===== src/rtl/ntt_pkg.sv =====
// Shared NTT constants, stream I/O state encoding and index bit-reversal helper.
package ntt_pkg;

  localparam int unsigned Q      = 7681;
  localparam int unsigned N      = 8;
  localparam int unsigned N_INV  = 6721;  // 8 * 6721 = 1 mod 7681
  localparam int unsigned ADDR_W = 8;

  typedef enum logic [2:0] {
    ST_LOAD,
    ST_KICK,
    ST_WAIT_NTT,
    ST_RD_ADDR,
    ST_RD_WAIT,
    ST_RD_CAPT,
    ST_SEND
  } io_state_t;

  // Reverse the low 'bits' bits of v (bits <= 8); upper bits come back zero.
  function automatic logic [7:0] bitrev(input logic [7:0] v, input int unsigned bits);
    logic [7:0] r;
    r = '0;
    for (int i = 0; i < 8; i++) begin
      r[i] = v[7-i];
    end
    return r >> (32'(8) - bits);
  endfunction

endpackage


===== src/rtl/ntt_mod_reduce.sv =====
// Combinational unsigned 32-bit remainder modulo Q; result is always < Q.
module ntt_mod_reduce #(
  parameter int unsigned Q = 7681
) (
  input  logic [31:0] i_a,
  output logic [31:0] o_rem_c
);

  // Constant-divisor remainder, zero-extended to the full word.
  assign o_rem_c = i_a % 32'(Q);

endmodule


===== src/rtl/ntt_stream_io.sv =====
// Stream loader/unloader around the shared NTT coefficient BRAM.
// Loads one frame of N reduced coefficients, kicks the core, then streams
// the results back out. Define NTT_STREAM_IO_BITREV_EN to unload in
// bit-reversed index order instead of natural order.
module ntt_stream_io #(
  parameter int unsigned Q      = ntt_pkg::Q,
  parameter int unsigned N      = ntt_pkg::N,
  parameter int unsigned ADDR_W = ntt_pkg::ADDR_W
) (
  input  logic              clk,
  input  logic              rst,
  input  logic              s_valid,
  output logic              s_ready,
  input  logic [31:0]       s_data,
  input  logic              s_last,
  output logic              m_valid,
  input  logic              m_ready,
  output logic [31:0]       m_data,
  output logic              m_last,
  output logic [ADDR_W-1:0] coeff_addr,
  output logic              coeff_we,
  output logic [31:0]       coeff_din,
  input  logic [31:0]       coeff_dout,
  output logic              bram_sel,
  output logic              ntt_start,
  input  logic              ntt_done,
  output logic              err_len
);

  import ntt_pkg::*;

  localparam int unsigned LOG_N = (N > 1) ? $clog2(N) : 1;
  localparam int unsigned IDX_W = LOG_N;

  io_state_t          r_state, w_state_nxt;
  logic [IDX_W-1:0]   r_idx, w_idx_nxt;
  logic               r_s_ready, w_s_ready_nxt;
  logic               r_m_valid, w_m_valid_nxt;
  logic [31:0]        r_m_data, w_m_data_nxt;
  logic               r_m_last, w_m_last_nxt;
  logic [ADDR_W-1:0]  r_addr, w_addr_nxt;
  logic               r_we, w_we_nxt;
  logic [31:0]        r_din, w_din_nxt;
  logic               r_bram_sel, w_bram_sel_nxt;
  logic               r_ntt_start, w_ntt_start_nxt;
  logic               r_err_len, w_err_len_nxt;

  logic [31:0]        w_red;
  logic               w_in_hs;
  logic               w_out_hs;
  logic               w_idx_last;

  // Unload address for a given beat index.
  function automatic logic [ADDR_W-1:0] out_addr(input logic [IDX_W-1:0] i);
`ifdef NTT_STREAM_IO_BITREV_EN
    return ADDR_W'(bitrev(8'(i), LOG_N));
`else
    return ADDR_W'(i);
`endif
  endfunction

  ntt_mod_reduce #(.Q(Q)) u_mod_reduce (
    .i_a     (s_data),
    .o_rem_c (w_red)
  );

  assign w_in_hs    = (r_state == ST_LOAD) && r_s_ready && s_valid;
  assign w_out_hs   = (r_state == ST_SEND) && r_m_valid && m_ready;
  assign w_idx_last = (r_idx == IDX_W'(N - 1));

  // State and registered outputs.
  always_ff @(posedge clk or posedge rst) begin
    if (rst) begin
      r_state     <= ST_LOAD;
      r_idx       <= '0;
      r_s_ready   <= 1'b1;
      r_m_valid   <= 1'b0;
      r_m_data    <= '0;
      r_m_last    <= 1'b0;
      r_addr      <= '0;
      r_we        <= 1'b0;
      r_din       <= '0;
      r_bram_sel  <= 1'b0;
      r_ntt_start <= 1'b0;
      r_err_len   <= 1'b0;
    end else begin
      r_state     <= w_state_nxt;
      r_idx       <= w_idx_nxt;
      r_s_ready   <= w_s_ready_nxt;
      r_m_valid   <= w_m_valid_nxt;
      r_m_data    <= w_m_data_nxt;
      r_m_last    <= w_m_last_nxt;
      r_addr      <= w_addr_nxt;
      r_we        <= w_we_nxt;
      r_din       <= w_din_nxt;
      r_bram_sel  <= w_bram_sel_nxt;
      r_ntt_start <= w_ntt_start_nxt;
      r_err_len   <= w_err_len_nxt;
    end
  end

  // Next-state and next-output decode.
  always_comb begin
    w_state_nxt     = r_state;
    w_idx_nxt       = r_idx;
    w_s_ready_nxt   = r_s_ready;
    w_m_valid_nxt   = r_m_valid;
    w_m_data_nxt    = r_m_data;
    w_m_last_nxt    = r_m_last;
    w_addr_nxt      = r_addr;
    w_we_nxt        = 1'b0;
    w_din_nxt       = r_din;
    w_bram_sel_nxt  = r_bram_sel;
    w_ntt_start_nxt = 1'b0;
    w_err_len_nxt   = r_err_len;

    unique case (r_state)
      ST_LOAD: begin
        w_s_ready_nxt = 1'b1;
        if (w_in_hs) begin
          w_we_nxt   = 1'b1;
          w_addr_nxt = ADDR_W'(r_idx);
          w_din_nxt  = w_red;
          if (r_idx == '0) begin
            w_err_len_nxt = 1'b0;
          end
          if (w_idx_last) begin
            // Full frame: proceed even if s_last was missing, but flag it.
            w_state_nxt   = ST_KICK;
            w_s_ready_nxt = 1'b0;
            w_idx_nxt     = '0;
            if (!s_last) begin
              w_err_len_nxt = 1'b1;
            end
          end else if (s_last) begin
            // Short frame: drop it and restart at address 0.
            w_err_len_nxt = 1'b1;
            w_idx_nxt     = '0;
          end else begin
            w_idx_nxt = r_idx + IDX_W'(1);
          end
        end
      end
      ST_KICK: begin
        w_s_ready_nxt   = 1'b0;
        w_bram_sel_nxt  = 1'b1;
        w_ntt_start_nxt = 1'b1;
        w_state_nxt     = ST_WAIT_NTT;
      end
      ST_WAIT_NTT: begin
        w_bram_sel_nxt = 1'b1;
        if (ntt_done) begin
          w_bram_sel_nxt = 1'b0;
          w_idx_nxt      = '0;
          w_addr_nxt     = out_addr('0);
          w_state_nxt    = ST_RD_ADDR;
        end
      end
      ST_RD_ADDR: begin
        w_addr_nxt  = out_addr(r_idx);
        w_state_nxt = ST_RD_WAIT;
      end
      ST_RD_WAIT: begin
        w_state_nxt = ST_RD_CAPT;
      end
      ST_RD_CAPT: begin
        w_m_data_nxt  = coeff_dout;
        w_m_valid_nxt = 1'b1;
        w_m_last_nxt  = w_idx_last;
        w_state_nxt   = ST_SEND;
      end
      ST_SEND: begin
        if (w_out_hs) begin
          w_m_valid_nxt = 1'b0;
          w_m_last_nxt  = 1'b0;
          if (w_idx_last) begin
            w_idx_nxt     = '0;
            w_s_ready_nxt = 1'b1;
            w_state_nxt   = ST_LOAD;
          end else begin
            w_idx_nxt   = r_idx + IDX_W'(1);
            w_addr_nxt  = out_addr(r_idx + IDX_W'(1));
            w_state_nxt = ST_RD_ADDR;
          end
        end
      end
      default: begin
        w_state_nxt = ST_LOAD;
      end
    endcase
  end

  assign s_ready    = r_s_ready;
  assign m_valid    = r_m_valid;
  assign m_data     = r_m_data;
  assign m_last     = r_m_last;
  assign coeff_addr = r_addr;
  assign coeff_we   = r_we;
  assign coeff_din  = r_din;
  assign bram_sel   = r_bram_sel;
  assign ntt_start  = r_ntt_start;
  assign err_len    = r_err_len;

endmodule

===== config.mk =====
export PLATFORM = sky130hd
export DESIGN_NAME = ntt_stream_io
export DESIGN_NICKNAME = d
export VERILOG_FILES = /design/src/rtl/ntt_pkg.sv /design/src/rtl/ntt_mod_reduce.sv /design/src/rtl/ntt_stream_io.sv
export SDC_FILE = /design/constraint.sdc
export NUM_CORES = 1
export LEC_CHECK = 0
export CAP_MARGIN = 0
export CORE_ASPECT_RATIO = 1.2
export CORE_MARGIN = 5
export CORE_UTILIZATION = 60
export CTS_BUF_LIST = sky130_fd_sc_hd__clkbuf_2 sky130_fd_sc_hd__clkbuf_4 sky130_fd_sc_hd__clkbuf_8
export CTS_CLUSTER_SIZE = 25
export DETAILED_ROUTE_END_ITERATION = 6
export DONT_BUFFER_PORTS = 1
export MAX_ROUTING_LAYER = met4
export PLACE_DENSITY = 0.79
export SLEW_MARGIN = 20
export SYNTH_ARGS = -nofsm -noshare
export SYNTH_HDL_FRONTEND = slang
export SYNTH_HIERARCHICAL = 1
export SYNTH_SLANG_ARGS = --single-unit
export TNS_END_PERCENT = 1

===== constraint.sdc =====
create_clock -name clk -period 4.8 [get_ports clk]
set_input_delay 0.72 -clock clk [delete_from_list [all_inputs] [get_ports clk]]
set_output_delay 0.72 -clock clk [all_outputs]
set_load 0.03 [all_outputs]

==> results of run 1 <==
layer usage:
layer,overflow,GRT usage [%]
met5,-,-
met4,4,69.7
met3,0,62.7
met2,3,88.1
met1,0,70.4
cell families after synthesis:
group	Yosys count
and+or+nand+nor	680
AOI/OAI and AO/OA	543
xor gates and xnor gates	105
buffers and inverters	104
muxes	103
DFF	80
adders and majority gates	20
other	1
stage by stage:
step                utilization [%]  setup slack (ns)  cell area, um^2  cells  hold slack, ns
floorplan                         -            -12.96            13200   1640           0.533
global placement               85.1            -13.60            17800   2471           0.549
detailed placement             85.1            -14.50            17800   2471           0.611
CTS                            91.4            -13.14            19200   2536           0.241
synthesized netlist by cell type (all sizes together), types with 12 or more instances:
cell type	count	share of area, %
nor2b	17	0.85
and3	31	1.5
inv	38	1.1
nor4	26	1.7
nand2b	20	0.98
or3	22	1.1
o41ai	15	1.3
o31ai	17	1.1
a21o	20	1.2
o21a	15	0.88
o21ai	101	4.3
maj3	13	1.0
nor3	67	3.0
a2111oi	18	1.6
clkbuf	21	0.62
nand2	150	4.5
a211o	12	0.82
nand4	32	1.7
mux2	76	6.7
nor2	139	4.1
mux2i	27	2.3
xor2	25	1.7
nand3	61	2.5
a211oi	32	2.1
o211ai	24	1.6
and2	21	1.0
a21oi	101	4.3
o22ai	15	0.74
a31oi	35	2.0
buf	45	2.3
xnor2	80	6.0
nor3b	12	0.83
dfrtp	79	15
or2	29	1.4
timing repair:
item,in CTS
buffers inserted,49
endpoints found under the setup margin,32
pin swaps,64
hold buffers,0
resized for setup,129
==> impl_metrics.ini, run 1 <==
[synth]
synth-main-ff-cell = dfrtp_1
synth_top_family_by_area = compound AO/OA/AOI/OAI gates
synth_xor_area_share_pct = 7.76
synth_edf_count = 0
synth_compound_area_share_pct = 32.5
synthDistinctLibCells = 139
ys_ff_latch = 80
yosys_warnings = 6
netlist_area_um2 = 12800
synthMuxAreaShare_pct = 9.01
ys_seq_area_share_pct = 15.7
syn_inst = 1636
synth_area_per_cell_um2 = 7.80
ys_async_sr_fraction_pct = 100
synth_fa_ha_area_share_pct = 1.71
synth_simple_gate_area_share_pct = 29.2

[cts]
cts-root-buf = clkbuf_8
cts_buffers = 9
clockBufferDepth = 2
cts_max_level = 3
numClockSinks = 80

[floorplan]
io_pins = 149
die_h_um = 170
start_util_pct = 60.9
die_w_um = 143
row_count = 58

[placed_design]
dp_hpwl_mm = 40.3
place.gp.congestion = 1.06
port_buffers = 0

[status]
outcome = stopped before the end
flow.stopped_at = 5_1_grt
error = [ERROR GRT-0116] Global routing finished with congestion. Check the congestion regions in the DRC Viewer.

[global_route]
grt_overflow = 7
grt_max_degree = 61
grt_first_pass_wirelength_mm = 134
grt_usage_pct = 73.9
grt_pass1_vias = 22796
==> run 2, diff against run 1 <==
CORE_ASPECT_RATIO = default   (was 1.2)
CORE_UTILIZATION = 40   (was 60)
CTS_BUF_LIST = default   (was sky130_fd_sc_hd__clkbuf_2 sky130_fd_sc_hd__clkbuf_4 sky130_fd_sc_hd__clkbuf_8)
CTS_CLUSTER_SIZE = default   (was 25)
MAX_ROUTING_LAYER = default   (was met4)
PLACE_DENSITY = default   (was 0.79)
PLACE_DENSITY_LB_ADDON = 0.15   (was default)
==> impl_metrics.ini, run 2 <==
[timing]
setup_viol = 32
slew_violations = 0
timing.fmax_ghz = 0.0555
fin_crit_sh_pct = 375
grt_setup_unrepaired = true
fin_setup_tns_ns = -417.71
worst_slack_ns = -13.22
slew_headroom_pct = 45.8
period_needed_ns = 18.02
worst_pin_slew_ns = 0.812
final-hold-violation-count = 0
finalClockSkew_ns = 0.00768

[synth]
synth-main-ff-cell = dfrtp_1
yosys_warnings = 6
yosysTopAreaCell = dfrtp_1
synthDistinctLibCells = 139
ys_seq_area_share_pct = 15.7
syn_inst = 1636
synth_area_per_cell_um2 = 7.80
synth_edf_count = 0
yosys-top-cells-area = dfrtp_1, mux2_2, xnor2_1
ys_async_sr_fraction_pct = 100
synthTopCellsByCount = nand2_1, nor2_1, a21oi_1
netlist_area_um2 = 12800
ys_ff_latch = 80
synth_most_common_cell = nand2_1
synth.top_cell.area_share_pct = 15.5

[drt]
drc_errors = 0
via_per_inst = 5.74
first_pass_iters = 5
wl_per_cell_um = 17.2
ant_nets = 0
routed_wl_mm = 46.5
drtIter0Drc = 969
vias = 15524

[final_layout]
drive_gt1_share_pct = 47.8
fin_nets = 2375
nFillCells = 2729
seq_area_um2 = 2000
final_cell_mix = buf_4, nand2_1, nor2_1
antenna_cells = 0
area_growth_pct = 56.7
final_cells = 2705
stdcell_area_um2 = 20000
layout_commonest_cell = buf_4
multi_input_area_um2 = 11600

[cts]
cts_max_level = 3
cts_tree = done
clkSlewWorstSetupHoldPaths_ns = 0.06
cts-root-buf = clkbuf_16
numClockSinks = 80
cts_buffers = 9
clk_latency_ns = 0.33
clockBufferDepth = 2

[placed_design]
dp.cells = 2621
dp_hpwl_mm = 37.7
dpl_worst_slack_ns = -14.09
port_buffers = 0
place.gp.congestion = 0.913
placed_cell_area_um2 = 18200

[floorplan]
io_pins = 149
row_count = 65
die_h_um = 189
die_w_um = 189
core-area_um2 = 31600
start_util_pct = 40.5
die-area_um2 = 35600

[critical_path]
cpMostUsedCell = buf_4
critPathMaxStageDelay_ns = 0.59
cp-end-kind = register
crit_type = in -> reg
crit_required_ns = 5.02
cp_slowest_cell = or4_4
worstPathArrival_ns = 18.24
critPathMaxFanout = 8
crit_path_start_kind = input port

[global_route]
grt_overflow = 0
antenna_found_initial = 0
grt_max_degree = 58
grt_pass1_vias = 15302
grt_usage_pct = 24.6
grt_first_pass_wirelength_mm = 75.4

[flow_run]
drv_cap = 0

[status]
outcome = finished with violations
violations = setup timing

[worst_hold_path]
hold_class = in -> async
## run 2: cell counts after synthesis
Identical to the previous run, type by type.
## run 2: path summary, 6_finish.rpt
path	startpoint	endpoint	slack, ns	cells past startpoint
worst max-delay path	s_data[27]	coeff_din[9]$_DFFE_PP0P_	-13.22	80
worst min-delay path	rst	m_data[22]$_DFFE_PP0P_	0.36	1
worst max register to register	r_state[2]$_DFFE_PP0P_	m_data[10]$_DFFE_PP0P_	2.72	2
worst min register to register	r_idx[1]$_DFFE_PP0P_	r_idx[1]$_DFFE_PP0P_	0.59	2
max in group asynchronous	rst	r_state[1]$_DFFE_PP0P_	3.65	2
min in group clk	coeff_dout[6]	m_data[6]$_DFFE_PP0P_	0.53	1
## run 2: cell type report
cell class,count,area share [%]
clock buffer,10,1.15
clock inverter,6,0.325
inverter,38,0.726
multi-input combinational,1456,58.2
sequential,80,10.0
tap,402,2.52
timing repair buffer,713,27.1
## run 2: worst max-delay path, delay by kind of cell
kind | cells | cell delay (ns)
xor+xnor | 3 | 0.46
buf+inv | 16 | 2.45
mux | 2 | 0.66
simple gates | 31 | 7.76
compound gates | 26 | 5.75
fa+ha+maj | 2 | 0.41
## run 2: per-stage QoR
stage | hold slack [ns] | util, %
finish | 0.362 | 63.4
global route | 0.421 | 63.4
floorplan | 0.533 | -
CTS | 0.490 | 61.3
global placement | 0.557 | 57.6
detailed placement | 0.570 | 57.6
## run 2: what timing repair did
item,in CTS,in global routing
setup buffers,47,21
hold buffers,0,0
gates resized for setup,105,86
pin swaps,53,46
endpoints found under the setup margin,32,32
## run 2: routing by layer
| metal | part of all wire, % | track usage, % | up-vias | wire (um) |
|---|---|---|---|---|
| li1 | - | - | 7672 | - |
| met1 | 44 | 31.2 | 7500 | 20400 |
| met2 | 51 | 45.3 | 311 | 23700 |
| met3 | 4.2 | 3.72 | 41 | 1950 |
| met4 | 1.1 | 3.31 | 0 | 516 |
| met5 | 0 | 0 | - | 0 |
## run 2: logic make-up (layout without fill, tap and decap cells)
kind of cell / after synthesis / after routing / synth area share [%]
DFF: 80 / 80 / 15.7
adders and majority gates: 20 / 20 / 1.71
xor gates and xnor gates: 105 / 105 / 7.76
muxes: 103 / 103 / 9.01
AOI/OAI and AO/OA: 543 / 543 / 32.5
other: 1 / 5 / 0.0294
and+or+nand+nor: 680 / 680 / 29.2
buffers and inverters: 104 / 767 / 4.08
Power of run 2 is not shown: default switching activity piles up to over one toggle a cycle in this logic, so the estimate is an artifact.
